--- src/rtl/alu_sequencer_pkg.sv ---
// Shared opcode/state encodings and flag type for the ALU sequencer.
// Also holds the flag helper used by the logic operations.
package alu_sequencer_pkg;

    typedef enum logic [2:0] {
        OP_AND  = 3'b000,
        OP_OR   = 3'b001,
        OP_XOR  = 3'b010,
        OP_XNOR = 3'b011,
        OP_NOTA = 3'b100,
        OP_ADD  = 3'b101,
        OP_SUB  = 3'b110,
        OP_MUL  = 3'b111
    } opcode_e;

    typedef enum logic [1:0] {
        ST_IDLE = 2'd0,
        ST_EXEC = 2'd1,
        ST_MUL  = 2'd2,
        ST_DONE = 2'd3
    } state_e;

    typedef struct packed {
        logic n;
        logic z;
        logic c;
        logic v;
    } flags_t;

    localparam logic [4:0] MUL_LAST_CNT = 5'd31;

    function automatic flags_t logic_flags(input logic [31:0] r);
        flags_t f;
        f.n = r[31];
        f.z = (r == 32'd0);
        f.c = 1'b0;
        f.v = 1'b0;
        return f;
    endfunction

endpackage

--- src/rtl/alu_add32.sv ---
// 32-bit parallel-prefix (Kogge-Stone) carry-lookahead adder.
// Exposes the final carry and the carry out of bit 30 for overflow detection.
module alu_add32 (
    input  logic [31:0] a_i,
    input  logic [31:0] b_i,
    input  logic        cin_i,
    output logic [31:0] sum_o,
    output logic        cout_o,
    output logic        c30_o
);

    logic [31:0] g, p, gk, pk, gn, pn;
    logic [32:0] carry;

    always_comb begin
        g  = a_i & b_i;
        p  = a_i ^ b_i;
        gk = g;
        pk = p;
        for (int l = 0; l < 5; l++) begin
            gn = gk;
            pn = pk;
            for (int i = (1 << l); i < 32; i++) begin
                gn[i] = gk[i] | (pk[i] & gk[i - (1 << l)]);
                pn[i] = pk[i] & pk[i - (1 << l)];
            end
            gk = gn;
            pk = pn;
        end
        // carry[i] is the carry into bit i
        carry  = {gk | (pk & {32{cin_i}}), cin_i};
        sum_o  = p ^ carry[31:0];
        cout_o = carry[32];
        c30_o  = carry[31];
    end

endmodule

--- src/rtl/alu_sequencer.sv ---
// Multi-cycle ALU: one-cycle logic/add/sub, 32-iteration shift-add multiply.
// Requests are accepted only in IDLE; anything arriving while busy is dropped.
module alu_sequencer
    import alu_sequencer_pkg::*;
(
    input  logic        clk,
    input  logic        reset_n,
    input  logic        op_start,
    input  logic [2:0]  op_code,
    input  logic [31:0] op_a,
    input  logic [31:0] op_b,
    output logic        busy,
    output logic        op_done,
    output logic [63:0] result,
    output logic        flag_n,
    output logic        flag_z,
    output logic        flag_c,
    output logic        flag_v
);

    state_e      state_q, state_d;
    opcode_e     opc_q, opc_d;
    logic [31:0] a_q, a_d;
    logic [31:0] b_q, b_d;
    logic [31:0] hi_q, hi_d;
    logic [4:0]  cnt_q, cnt_d;
    logic [63:0] res_q, res_d;
    flags_t      flg_q, flg_d;

    logic [31:0] add_a, add_b, add_sum;
    logic        add_cin, add_cout, add_c30;

    logic [31:0] exec_res;
    flags_t      exec_flg;
    logic        mul_c;
    logic [31:0] mul_s;
    logic [63:0] mul_prod;

    // During MUL the adder accumulates the multiplicand into the upper half.
    always_comb begin
        add_a   = a_q;
        add_b   = b_q;
        add_cin = 1'b0;
        if (state_q == ST_MUL) begin
            add_a = hi_q;
            add_b = a_q;
        end else if (opc_q == OP_SUB) begin
            add_b   = ~b_q;
            add_cin = 1'b1;
        end
    end

    alu_add32 u_add (
        .a_i    (add_a),
        .b_i    (add_b),
        .cin_i  (add_cin),
        .sum_o  (add_sum),
        .cout_o (add_cout),
        .c30_o  (add_c30)
    );

    always_comb begin
        exec_res = '0;
        case (opc_q)
            OP_AND:  exec_res = a_q & b_q;
            OP_OR:   exec_res = a_q | b_q;
            OP_XOR:  exec_res = a_q ^ b_q;
            OP_XNOR: exec_res = ~(a_q ^ b_q);
            OP_NOTA: exec_res = ~a_q;
            OP_ADD:  exec_res = add_sum;
            OP_SUB:  exec_res = add_sum;
            default: exec_res = '0;
        endcase
        exec_flg = logic_flags(exec_res);
        if (opc_q == OP_ADD || opc_q == OP_SUB) begin
            exec_flg.c = add_cout;
            exec_flg.v = add_cout ^ add_c30;
        end
    end

    // One shift-add step: {carry, hi, multiplier} shifted right by one.
    always_comb begin
        mul_c = 1'b0;
        mul_s = hi_q;
        if (b_q[0]) begin
            mul_c = add_cout;
            mul_s = add_sum;
        end
        mul_prod = {mul_c, mul_s, b_q[31:1]};
    end

    always_comb begin
        state_d = state_q;
        opc_d   = opc_q;
        a_d     = a_q;
        b_d     = b_q;
        hi_d    = hi_q;
        cnt_d   = cnt_q;
        res_d   = res_q;
        flg_d   = flg_q;
        case (state_q)
            ST_IDLE: begin
                if (op_start) begin
                    opc_d   = opcode_e'(op_code);
                    a_d     = op_a;
                    b_d     = op_b;
                    hi_d    = '0;
                    cnt_d   = '0;
                    state_d = (op_code == OP_MUL) ? ST_MUL : ST_EXEC;
                end
            end
            ST_EXEC: begin
                res_d   = {32'd0, exec_res};
                flg_d   = exec_flg;
                state_d = ST_DONE;
            end
            ST_MUL: begin
                hi_d  = mul_prod[63:32];
                b_d   = mul_prod[31:0];
                cnt_d = cnt_q + 5'd1;
                if (cnt_q == MUL_LAST_CNT) begin
                    res_d   = mul_prod;
                    flg_d.n = mul_prod[63];
                    flg_d.z = (mul_prod == 64'd0);
                    flg_d.c = 1'b0;
                    flg_d.v = 1'b0;
                    state_d = ST_DONE;
                end
            end
            ST_DONE: state_d = ST_IDLE;
            default: state_d = ST_IDLE;
        endcase
    end

    always_ff @(posedge clk or negedge reset_n) begin
        if (!reset_n) begin
            state_q <= ST_IDLE;
            opc_q   <= OP_AND;
            a_q     <= '0;
            b_q     <= '0;
            hi_q    <= '0;
            cnt_q   <= '0;
            res_q   <= '0;
            flg_q   <= '0;
        end else begin
            state_q <= state_d;
            opc_q   <= opc_d;
            a_q     <= a_d;
            b_q     <= b_d;
            hi_q    <= hi_d;
            cnt_q   <= cnt_d;
            res_q   <= res_d;
            flg_q   <= flg_d;
        end
    end

    assign busy    = (state_q != ST_IDLE);
    assign op_done = (state_q == ST_DONE);
    assign result  = res_q;
    assign flag_n  = flg_q.n;
    assign flag_z  = flg_q.z;
    assign flag_c  = flg_q.c;
    assign flag_v  = flg_q.v;

endmodule

--- config.mk ---
export PLATFORM = sky130hd
export DESIGN_NAME = alu_sequencer
export DESIGN_NICKNAME = d
export VERILOG_FILES = /design/src/rtl/alu_sequencer_pkg.sv /design/src/rtl/alu_add32.sv /design/src/rtl/alu_sequencer.sv
export SDC_FILE = /design/constraint.sdc
export NUM_CORES = 1
export LEC_CHECK = 0
export ABC_AREA = 0
export BUFFER_PORTS_ARGS = -buffer_cell sky130_fd_sc_hd__buf_2
export CAP_MARGIN = 20
export CORE_MARGIN = 4
export CORE_UTILIZATION = 26
export CTS_BUF_LIST = sky130_fd_sc_hd__clkbuf_16
export CTS_CLUSTER_SIZE = 40
export DETAILED_ROUTE_END_ITERATION = 8
export MAX_ROUTING_LAYER = met4
export SLEW_MARGIN = 15
export SYNTH_ARGS = -nofsm -noshare
export SYNTH_HDL_FRONTEND = slang
export SYNTH_HIERARCHICAL = 1
export SYNTH_SLANG_ARGS = --single-unit
--- constraint.sdc ---
create_clock -name clk -period 7.3 [get_ports clk]
set_input_delay 1.46 -clock clk [delete_from_list [all_inputs] [get_ports clk]]
set_output_delay 1.46 -clock clk [all_outputs]
set_load 0.005 [all_outputs]
==> Word level (Yosys, flattened, before mapping) <==
Index checks and enable logic that the tools add are counted.
{ "totals": {"ff_bits": 174, "input_bits": 70, "output_inout_bits": 70, "word_cells": 460} }
{ "classes": {"addsub": 1, "eq_ne": 13, "mux": 23, "bitwise_logic": 399, "reduce_logical": 13} }
{ "op_table": {"columns": ["op", "n"], "rows": [
  ["$and 1x1->1", 258],
  ["$mux 32", 6],
  ["$pmux 32 s6", 1],
  ["$or 1x1->1", 129],
  ["$pmux 32 s2", 2],
  ["$pmux 64 s2", 1],
  ["$and 32x32->32", 3],
  ["$not 32->32", 3],
  ["$xor 32x32->32", 3],
  ["$logic_not 64->1", 1],
  ["$mux 64", 1],
  ["$or 32x32->32", 2],
  ["$logic_not 32->1", 1],
  ["$eq 3x3->1 const B", 4],
  ["$pmux 5 s2", 1],
  ["$mux 2", 4],
  ["$pmux 2 s4", 1],
  ["$pmux 4 s2", 1],
  ["$reduce_and 2->1", 4],
  ["$eq 3x2->1 const B", 2],
  ["$reduce_bool 2->1", 3],
  ["$add 5x1->5 const B", 1],
  ["$eq 5x5->1 const B", 1],
  ["$mux 5", 1],
  ["12 further kinds", 15]
]} }

==> Logic depth before layout (Yosys ltp) <==
Gate-level depths: netlist of the first run.
{ "depth": {"word_depth": 20, "mapped_depth": 25, "depth_no_buf": 20} }

==> Hierarchy <==
The synthesis of the first run kept the hierarchy.
{ "by_module_without_submodules": {"columns": ["mod", "n_inst", "cells_each", "area_per_inst_um2", "seq_area_each_um2"], "rows": [
  ["alu_sequencer", 1, 1332, 11658.7, 4354.2],
  ["alu_add32", 1, 244, 1818.0, 0.0]
]} }

==> Worst setup path before layout of the first run <==
OpenSTA, ideal clock, no wires.
{ "synth_timing": {"path_type": "register -> register", "start": "reg state_q[0]", "end": "reg flg_q (netlist bit flag_z)", "setup_time_ns": 0.095, "arrival_ns": 4.486, "required_ns": 7.205, "setup_slack_ns": 2.719, "path_stages_with_launch": 23, "n_path_buf": 3, "synth_period_minus_slack_ns": 4.581, "cell_sequence": "dfrtp_1 -> inv_1 -> ha_1 -> clkbuf_1 -> clkbuf_1 -> clkbuf_1 -> nand2_1 -> o21ai_0 -> ha_1 -> a21oi_1 -> a21oi_1 -> nor3_2 -> nand2_1 -> a221o_1 -> a21oi_1 -> o211ai_1 -> xor2_1 -> and2_1 -> o21ai_0 -> o31ai_1 -> a211oi_1 -> nand4_1 -> o31ai_1"} }
{ "synth_between": {"word_cells_on_any_way": 407, "cone_classes": "eq/ne (3); mux (8); bitwise (392); reduce/logical (4)"} }
{ "synth_lines": {"columns": ["element", "line_no", "text"], "rows": [
  ["from (decl)", "alu_sequencer.sv:21", "state_e state_q, state_d;"],
  ["from (signal assigned)", "alu_sequencer.sv:146", "state_q <= state_d;"],
  ["$eq 2x2->1 (*)", "alu_sequencer.sv:44", "if (state_q == ST_MUL) begin"],
  ["$mux 32 (*)", "alu_sequencer.sv:44", null],
  ["named net add_b[4]", "alu_sequencer.sv:30", "logic [31:0] add_a, add_b, add_sum;"],
  ["$xor 32x32->32", "alu_add32.sv:17", "p = a_i ^ b_i;"],
  ["$and 1x1->1, on equally long branches", "alu_add32.sv:24, alu_add32.sv:25", null],
  ["$or 1x1->1, or another cell as far along", "alu_add32.sv:24", "gn[i] = gk[i] | (pk[i] & gk[i - (1 << l)]);"],
  ["$or 1x1->1 or $and 1x1->1 (tied branches)", "alu_add32.sv:24", null],
  ["$or 1x1->1", "alu_add32.sv:24", null],
  ["[... 3 more ...]", null, null],
  ["$or 1x1->1", "alu_add32.sv:24", null],
  ["$or 32x32->32 (*)", "alu_add32.sv:31", "carry = {gk | (pk & {32{cin_i}}), cin_i};"],
  ["$xor 32x32->32 (*)", "alu_add32.sv:32", "sum_o = p ^ carry[31:0];"],
  ["named net add_sum[29]", "alu_sequencer.sv:30", null],
  ["$mux 32", "alu_sequencer.sv:85", "if (b_q[0]) begin"],
  ["$logic_not 64->1", "alu_sequencer.sv:124", "flg_d.z = (mul_prod == 64'd0);"],
  ["$mux 4", "alu_sequencer.sv:121", "if (cnt_q == MUL_LAST_CNT) begin"],
  ["$pmux 4 s2 (*)", "alu_sequencer.sv:101", "case (state_q)"],
  ["to (signal assigned)", "alu_sequencer.sv:153", "flg_q <= flg_d;"],
  ["to (decl)", "alu_sequencer.sv:28", "flags_t flg_q, flg_d;"]
]} }
The timed path passes the listed nets; every way through them passes the cells marked *. The select of a mux whose other input is x is not followed.
A chain may end at the register's enable or synchronous reset.

==> Worst setup path in the final report of the first run <==
{ "layout_timing": {"start": "reg opc_q[1]", "end": "reg res_q[30] (netlist: result[30])"} }
{ "layout_between": {"word_cells_on_any_way": 106, "cone_classes": "eq/ne (6); mux (6); bitwise (92); reduce/logical (2)"} }
{ "layout_lines": {"columns": ["element", "line_no", "text"], "rows": [
  ["from (decl)", "alu_sequencer.sv:22", "opcode_e opc_q, opc_d;"],
  ["from (signal assigned)", "alu_sequencer.sv:147", "opc_q <= opc_d;"],
  ["$eq 3x3->1 (*)", "alu_sequencer.sv:47", "end else if (opc_q == OP_SUB) begin"],
  ["$mux 32 (*)", "alu_sequencer.sv:47", null],
  ["$mux 32 (*)", "alu_sequencer.sv:44", null],
  ["named net add_b[17]", "alu_sequencer.sv:30", null],
  ["$xor 32x32->32", "alu_add32.sv:17", null],
  ["$and 1x1->1, on equally long branches", "alu_add32.sv:24, alu_add32.sv:25", null],
  ["$or 1x1->1 or $and 1x1->1 (tied branches)", "alu_add32.sv:24", null],
  ["$or 1x1->1", "alu_add32.sv:24", null],
  ["$and 1x1->1", "alu_add32.sv:24", null],
  ["$or 1x1->1", "alu_add32.sv:24", null],
  ["$and 1x1->1", "alu_add32.sv:24", null],
  ["$or 1x1->1 (2 in series)", "alu_add32.sv:24", null],
  ["$or 32x32->32 (*)", "alu_add32.sv:31", null],
  ["$xor 32x32->32 (*)", "alu_add32.sv:32", null],
  ["named net add_sum[30]", "alu_sequencer.sv:30", null],
  ["$pmux 32 s6 (*)", "alu_sequencer.sv:64", "case (opc_q)"],
  ["$pmux 64 s2 (*)", "alu_sequencer.sv:101", null],
  ["to (signal assigned)", "alu_sequencer.sv:152", "res_q <= res_d;"],
  ["to (decl)", "alu_sequencer.sv:27", "logic [63:0] res_q, res_d;"]
]} }
The timed path passes the listed nets; every way through them passes the cells marked *.

==> results.cfg, run 1 <==
[sta]
skew_ns = 0.01960
holdWs_ns = 0.4722
worst_pin_slew_ns = 1.107
timing.final.crit_share = 0.7462
fmax_mhz = 183.6
slew_viol_final = 0
setup_tns_ns = 0
finalSetupViolCount = 0
hold_viol = 0
period_needed_ns = 5.447
rsz0062_at_grt = false
slew_headroom = 0.2587

[drt]
vias = 12227
first_pass_iters = 5
vias_per_cell = 5.257
wirelength_um = 49830
drtIter0Drc = 1159
met1_length_um = 23570
routedWlPerCell_um = 21.42
highest_layer = met4
ant_nets = 0
drcViolationCount = 0
wl_met3_um = 2787
wl_met2_um = 22280

[clock_network]
ctsHoldBuffers = 0
numClockSinks = 174
postCtsSetupRepairBufs = 0
numCtsBuffers = 17
post_cts_resized = 0
cts_tree = done
htreeDepth = 4
cts.reportedPaths.clkPinSlew_ns = 0.07
clockBufferDepth = 2
root_buffer = clkbuf_16
clk_latency_ns = 0.46

[layout]
seq_area_mm2 = 0.004358
area_growth_pct = 12.57
layout-drive-gt1-share = 0.1567
multi_input_area_mm2 = 0.008170
layout.cells.most_common = nand2_1
nets = 1807
layout_common_cells = nand2_1 (245), o21ai_0 (208), dfrtp_1 (171)
diodes = 0
fillCellCount = 5551

[floorplanning]
initial_core_util = 0.2627
die_height_um = 235.7
ios = 140
design.die.area_mm2 = 0.05554
fp.dieW_um = 235.7
core_area_mm2 = 0.05130
fp-row-count = 83

[global_routing]
grt_pass1_vias = 11787
grt_use_total = 0.1793
grt-ovfl-total = 0
antenna_found_initial = 0
grt_max_degree = 104
grt_pass1_wl_um = 75320

[run]
cap_violations = 0

[critical_path]
cp.arrival_ns = 5.83
crit_path_end_kind = flop
ff2ff_setup_slack_ns = 1.85
worstPathRequired_ns = 7.68
path_max_fanout = 19
startpoint_type = flop
setup.worst_path.class = flop to flop

[yosys]
synthesis.area_mm2 = 0.01348
async_flop_share = 1.000
synth_cell_types = 83
synth_edf_count = 0
synth_fp_nets = 1748
ys_warn_count = 6
ys_ff_latch = 174
yosysSeqAreaShare = 0.3231
syn_area_per_cell_um2 = 8.551
ys_dominant_reg_cell = dfrtp_1
syn_inst = 1576

[placement]
hpwlAfterDp_um = 38450
globalplace.congestion = 0.9562
portBuffers = 139

[run_status]
status = finished, final reports clean

[worst_hold_path]
hp-class = flop to flop
## cell families (layout without fill, tap and decap cells)
kind of cell	Yosys count	count (layout)	share of synthesized area
mux	145	145	0.1135
flops	174	174	0.3231
xor+xnor	62	62	0.04029
buf+inv	198	268	0.07334
compound gates	465	465	0.2102
fa+ha+maj	102	102	0.09526
simple gates	430	430	0.1444
## worst paths after layout
path / from / endpoint / cells past startpoint
setup / recovery: opc_q[1]$_DFFE_PN0P_ / result[30]$_DFFE_PN0P_ / 17
hold / removal: result[56]$_DFFE_PN0P_ / result[56]$_DFFE_PN0P_ / 2
setup reg to reg: opc_q[1]$_DFFE_PN0P_ / result[30]$_DFFE_PN0P_ / 17
hold reg to reg: result[56]$_DFFE_PN0P_ / result[56]$_DFFE_PN0P_ / 2
max in group asynchronous: reset_n / hi_q[5]$_DFFE_PN0P_ / 2
min in group asynchronous: reset_n / result[24]$_DFFE_PN0P_ / 1
## synth_stat cells, types with 36 or more instances
cell      instances  area [µm²]
a21oi_1          75       375.4
nor2_1           56       210.2
ha_1            101        1264
mux2i_1         101        1011
o21ai_0         208        1041
dfrtp_1         174        4354
xnor2_1          51       446.7
inv_1            79       296.5
nand2_1         247       927.1
o31ai_1          36       270.3
clkbuf_1         65       244.0
mux2_2           41       461.7
## through the flow
stage          area (µm²)  utilization  worst slack [ns]  std cells
6_report            15170       0.2957             1.853       2326
3_3_place_gp        14500       0.2826             1.987       2293
5_1_grt             15170       0.2957             1.412       2326
3_5_place_dp        14510       0.2828             1.976       2294
2_1_floorplan       13480            -             2.719       1576
4_1_cts             15130       0.2949             1.901       2324
## worst max-delay path: stages (launching register included)
cell and delay [ns]:
dfrtp_2 0.40, nor2b_1 0.16, nand2_1 0.60, buf_4 0.44
xnor2_1 0.16, o21ai_0 0.10, ha_1 0.44, a21o_1 0.25
a2111oi_0 0.33, a211oi_1 0.13, a21oi_1 0.31, o211a_1 0.29
nor4b_1 0.08, nor3_1 0.72, a21oi_1 0.18, o221ai_1 0.41
mux2i_1 0.17, o21ai_0 0.18
## routing by layer
metal  vias up  track usage
li1       5738            -
met1      5951       0.2497
met2       473       0.2738
met3        65      0.02612
met4         0      0.04770
met5         -            -
## area by class of cell
class,count,area share
Clock buffer,17,0.02804
Clock inverter,13,0.01278
Inverter,81,0.02021
Multi-Input combinational cell,1204,0.5386
Sequential cell,174,0.2873
Tap cell,680,0.05608
Timing Repair Buffer,157,0.05707
## registers in the layout, summed over array words and instances (netlist names)
register / cells
flag_n: 1
state_q: 2
cnt_q: 5
hi_q: 32
result: 64
opc_q: 3
flag_z: 1
a_q: 32
flag_v: 1
b_q: 32
flag_c: 1
Power of run 1 is left out: the tool's default activity adds up to more than one toggle a clock period on the data nets, which glitch-free logic cannot reach.
==> run 2: changes to the inputs <==
==> constraint.sdc (replaced) <==
create_clock -name clk -period 4.8 [get_ports clk]
set_input_delay 0.96 -clock clk [delete_from_list [all_inputs] [get_ports clk]]
set_output_delay 0.96 -clock clk [all_outputs]
set_load 0.005 [all_outputs]
==> run 2 against run 1 <==
Routed wire length increased by 2.9%. Flip-flop and latch count unchanged. Sequential share of layout area decreased by 1.5 points. Critical path depth increased by 3. Setup slack got worse by 1.6 ns.
==> results.cfg, run 2 (synthesis results as in run 1) <==
[global_routing]
antenna_found_initial = 0
top_usage_layer = met2
grt-ovfl-total = 0
grt_max_degree = 104
grt_use_total = 0.1852
grt_util_met3 = 0.02765
met2_usage = 0.2814
grt_pass1_vias = 12224
grtUsageMet1 = 0.2593
grt_pass1_wl_um = 77810

[floorplanning]
fp.dieW_um = 235.7
ios = 140
design.die.area_mm2 = 0.05554
die_height_um = 235.7
initial_core_util = 0.2627
fp-row-count = 83
core_area_mm2 = 0.05130

[critical_path]
critPathBufInv = 3
setup.worst_path.class = flop to flop
startpoint_type = flop
cp.arrival_ns = 4.94
max_stage_delay_ns = 0.55
ff2ff_setup_slack_ns = 0.23
cp_top_family = compound AO/OA/AOI/OAI gates
worstPathRequired_ns = 5.18
crit_chain = ha_4, clkbuf_4, buf_4, nand2_1, o21ai_0, ha_1, nand4_1, a211oi_2, nor3_2, buf_4, o21ai_4, a31oi_2, and3_4, o41ai_4, xor2_2, nor4_1, nand4_1, mux2i_1, a32oi_1, o31ai_1
path_max_fanout = 6
cpMaxStageDelayCell = o41ai_4
crit_path_end_kind = flop

[sta]
hold_viol = 0
rsz0062_at_grt = false
setup_tns_ns = 0
slew_viol_final = 0
timing.final.crit_share = 0.9516
worst_pin_slew_ns = 1.042
skew_ns = 0.01306
period_needed_ns = 4.567
slew_headroom = 0.3052
finalSetupViolCount = 0
fmax_mhz = 218.9

[drt]
ant_nets = 0
vias = 12569
vias_per_cell = 5.172
first_pass_iters = 5
routedWlPerCell_um = 21.09
drtIter0Drc = 1059
wirelength_um = 51250
drcViolationCount = 0

[clock_network]
numClockSinks = 174
htreeDepth = 4
cts.reportedPaths.clkPinSlew_ns = 0.07
ctsHoldBuffers = 0
cts_tree = done
root_buffer = clkbuf_16
clockBufferDepth = 2
clk_latency_ns = 0.47
numCtsBuffers = 17

[worst_hold_path]
hp-class = flop to flop

[run_status]
status = finished, final reports clean

[layout]
area_growth_pct = 18.88
nets = 1909
layout-drive-gt1-share = 0.2137
diodes = 0
fillCellCount = 5507
layout_common_cells = nand2_1 (246), o21ai_0 (205), dfrtp_1 (171)
layout.cells.most_common = nand2_1
largest_reg_flops = 64

[placement]
portBuffers = 139
globalplace.congestion = 0.9405
hpwlAfterDp_um = 39760

[run]
cap_violations = 0
-- run 2: changes by cell type in the layout (fill, tap and decap cells not counted), sizes merged --
cell / before / now
buf: 157 / 258
inv: 84 / 87
bufinv: 4 / 2
clkbuf: 17 / 18
clkinv: 4 / 5
-- run 2: final timing paths --
path                                        start  depth (start not counted)                     end
setup / recovery           state_q[1]$_DFFE_PN0P_                         20      flag_z$_DFFE_PN0P_
hold / removal             result[60]$_DFFE_PN0P_                          2  result[60]$_DFFE_PN0P_
setup reg to reg           state_q[1]$_DFFE_PN0P_                         20      flag_z$_DFFE_PN0P_
hold reg to reg            result[60]$_DFFE_PN0P_                          2  result[60]$_DFFE_PN0P_
max in group asynchronous                 reset_n                          2     hi_q[9]$_DFFE_PN0P_
min in group asynchronous                 reset_n                          1  result[30]$_DFFE_PN0P_
-- run 2: routing by layer --
metal  vias up  wire (µm)
li1       5943          -
met1      6089      24150
met2       471      23030
met3        66       2933
met4         0       1132
met5         -          0
-- run 2: final cells by class --
type                            instances  area, µm²  area share
Multi-Input combinational cell       1204       8247      0.5147
Sequential cell                       174       4358      0.2720
Timing Repair Buffer                  259       1675      0.1046
Tap cell                              680      850.8     0.05310
Clock buffer                           17      425.4     0.02655
Inverter                               81      306.5     0.01913
Clock inverter                         15      158.9    0.009918
-- run 2: worst min-delay path, cell delays in order, from the launching register on --
cell     delay [ns]
dfrtp_1        0.34
nand2_1        0.05
o31ai_1        0.05
-- run 2: timing repair --
item	in CTS	in global routing
hold endpoints to repair	0	0
gates resized for setup	0	20
setup buffers	0	9
endpoints found under the setup margin	0	8
-- run 2: through the flow --
step,util,instances,setup WS (ns),hold WS [ns],area [µm²]
floorplan,-,1576,0.2187,0.4710,13480
global placement,0.2971,2387,0.1117,0.4608,15240
detailed placement,0.2974,2388,0.07535,0.4613,15260
CTS,0.3088,2420,0.05276,0.4770,15840
global route,0.3123,2430,0.002153,0.4889,16020
finish,0.3123,2430,0.2325,0.4691,16020
Power of run 2 is left out for the same reason.
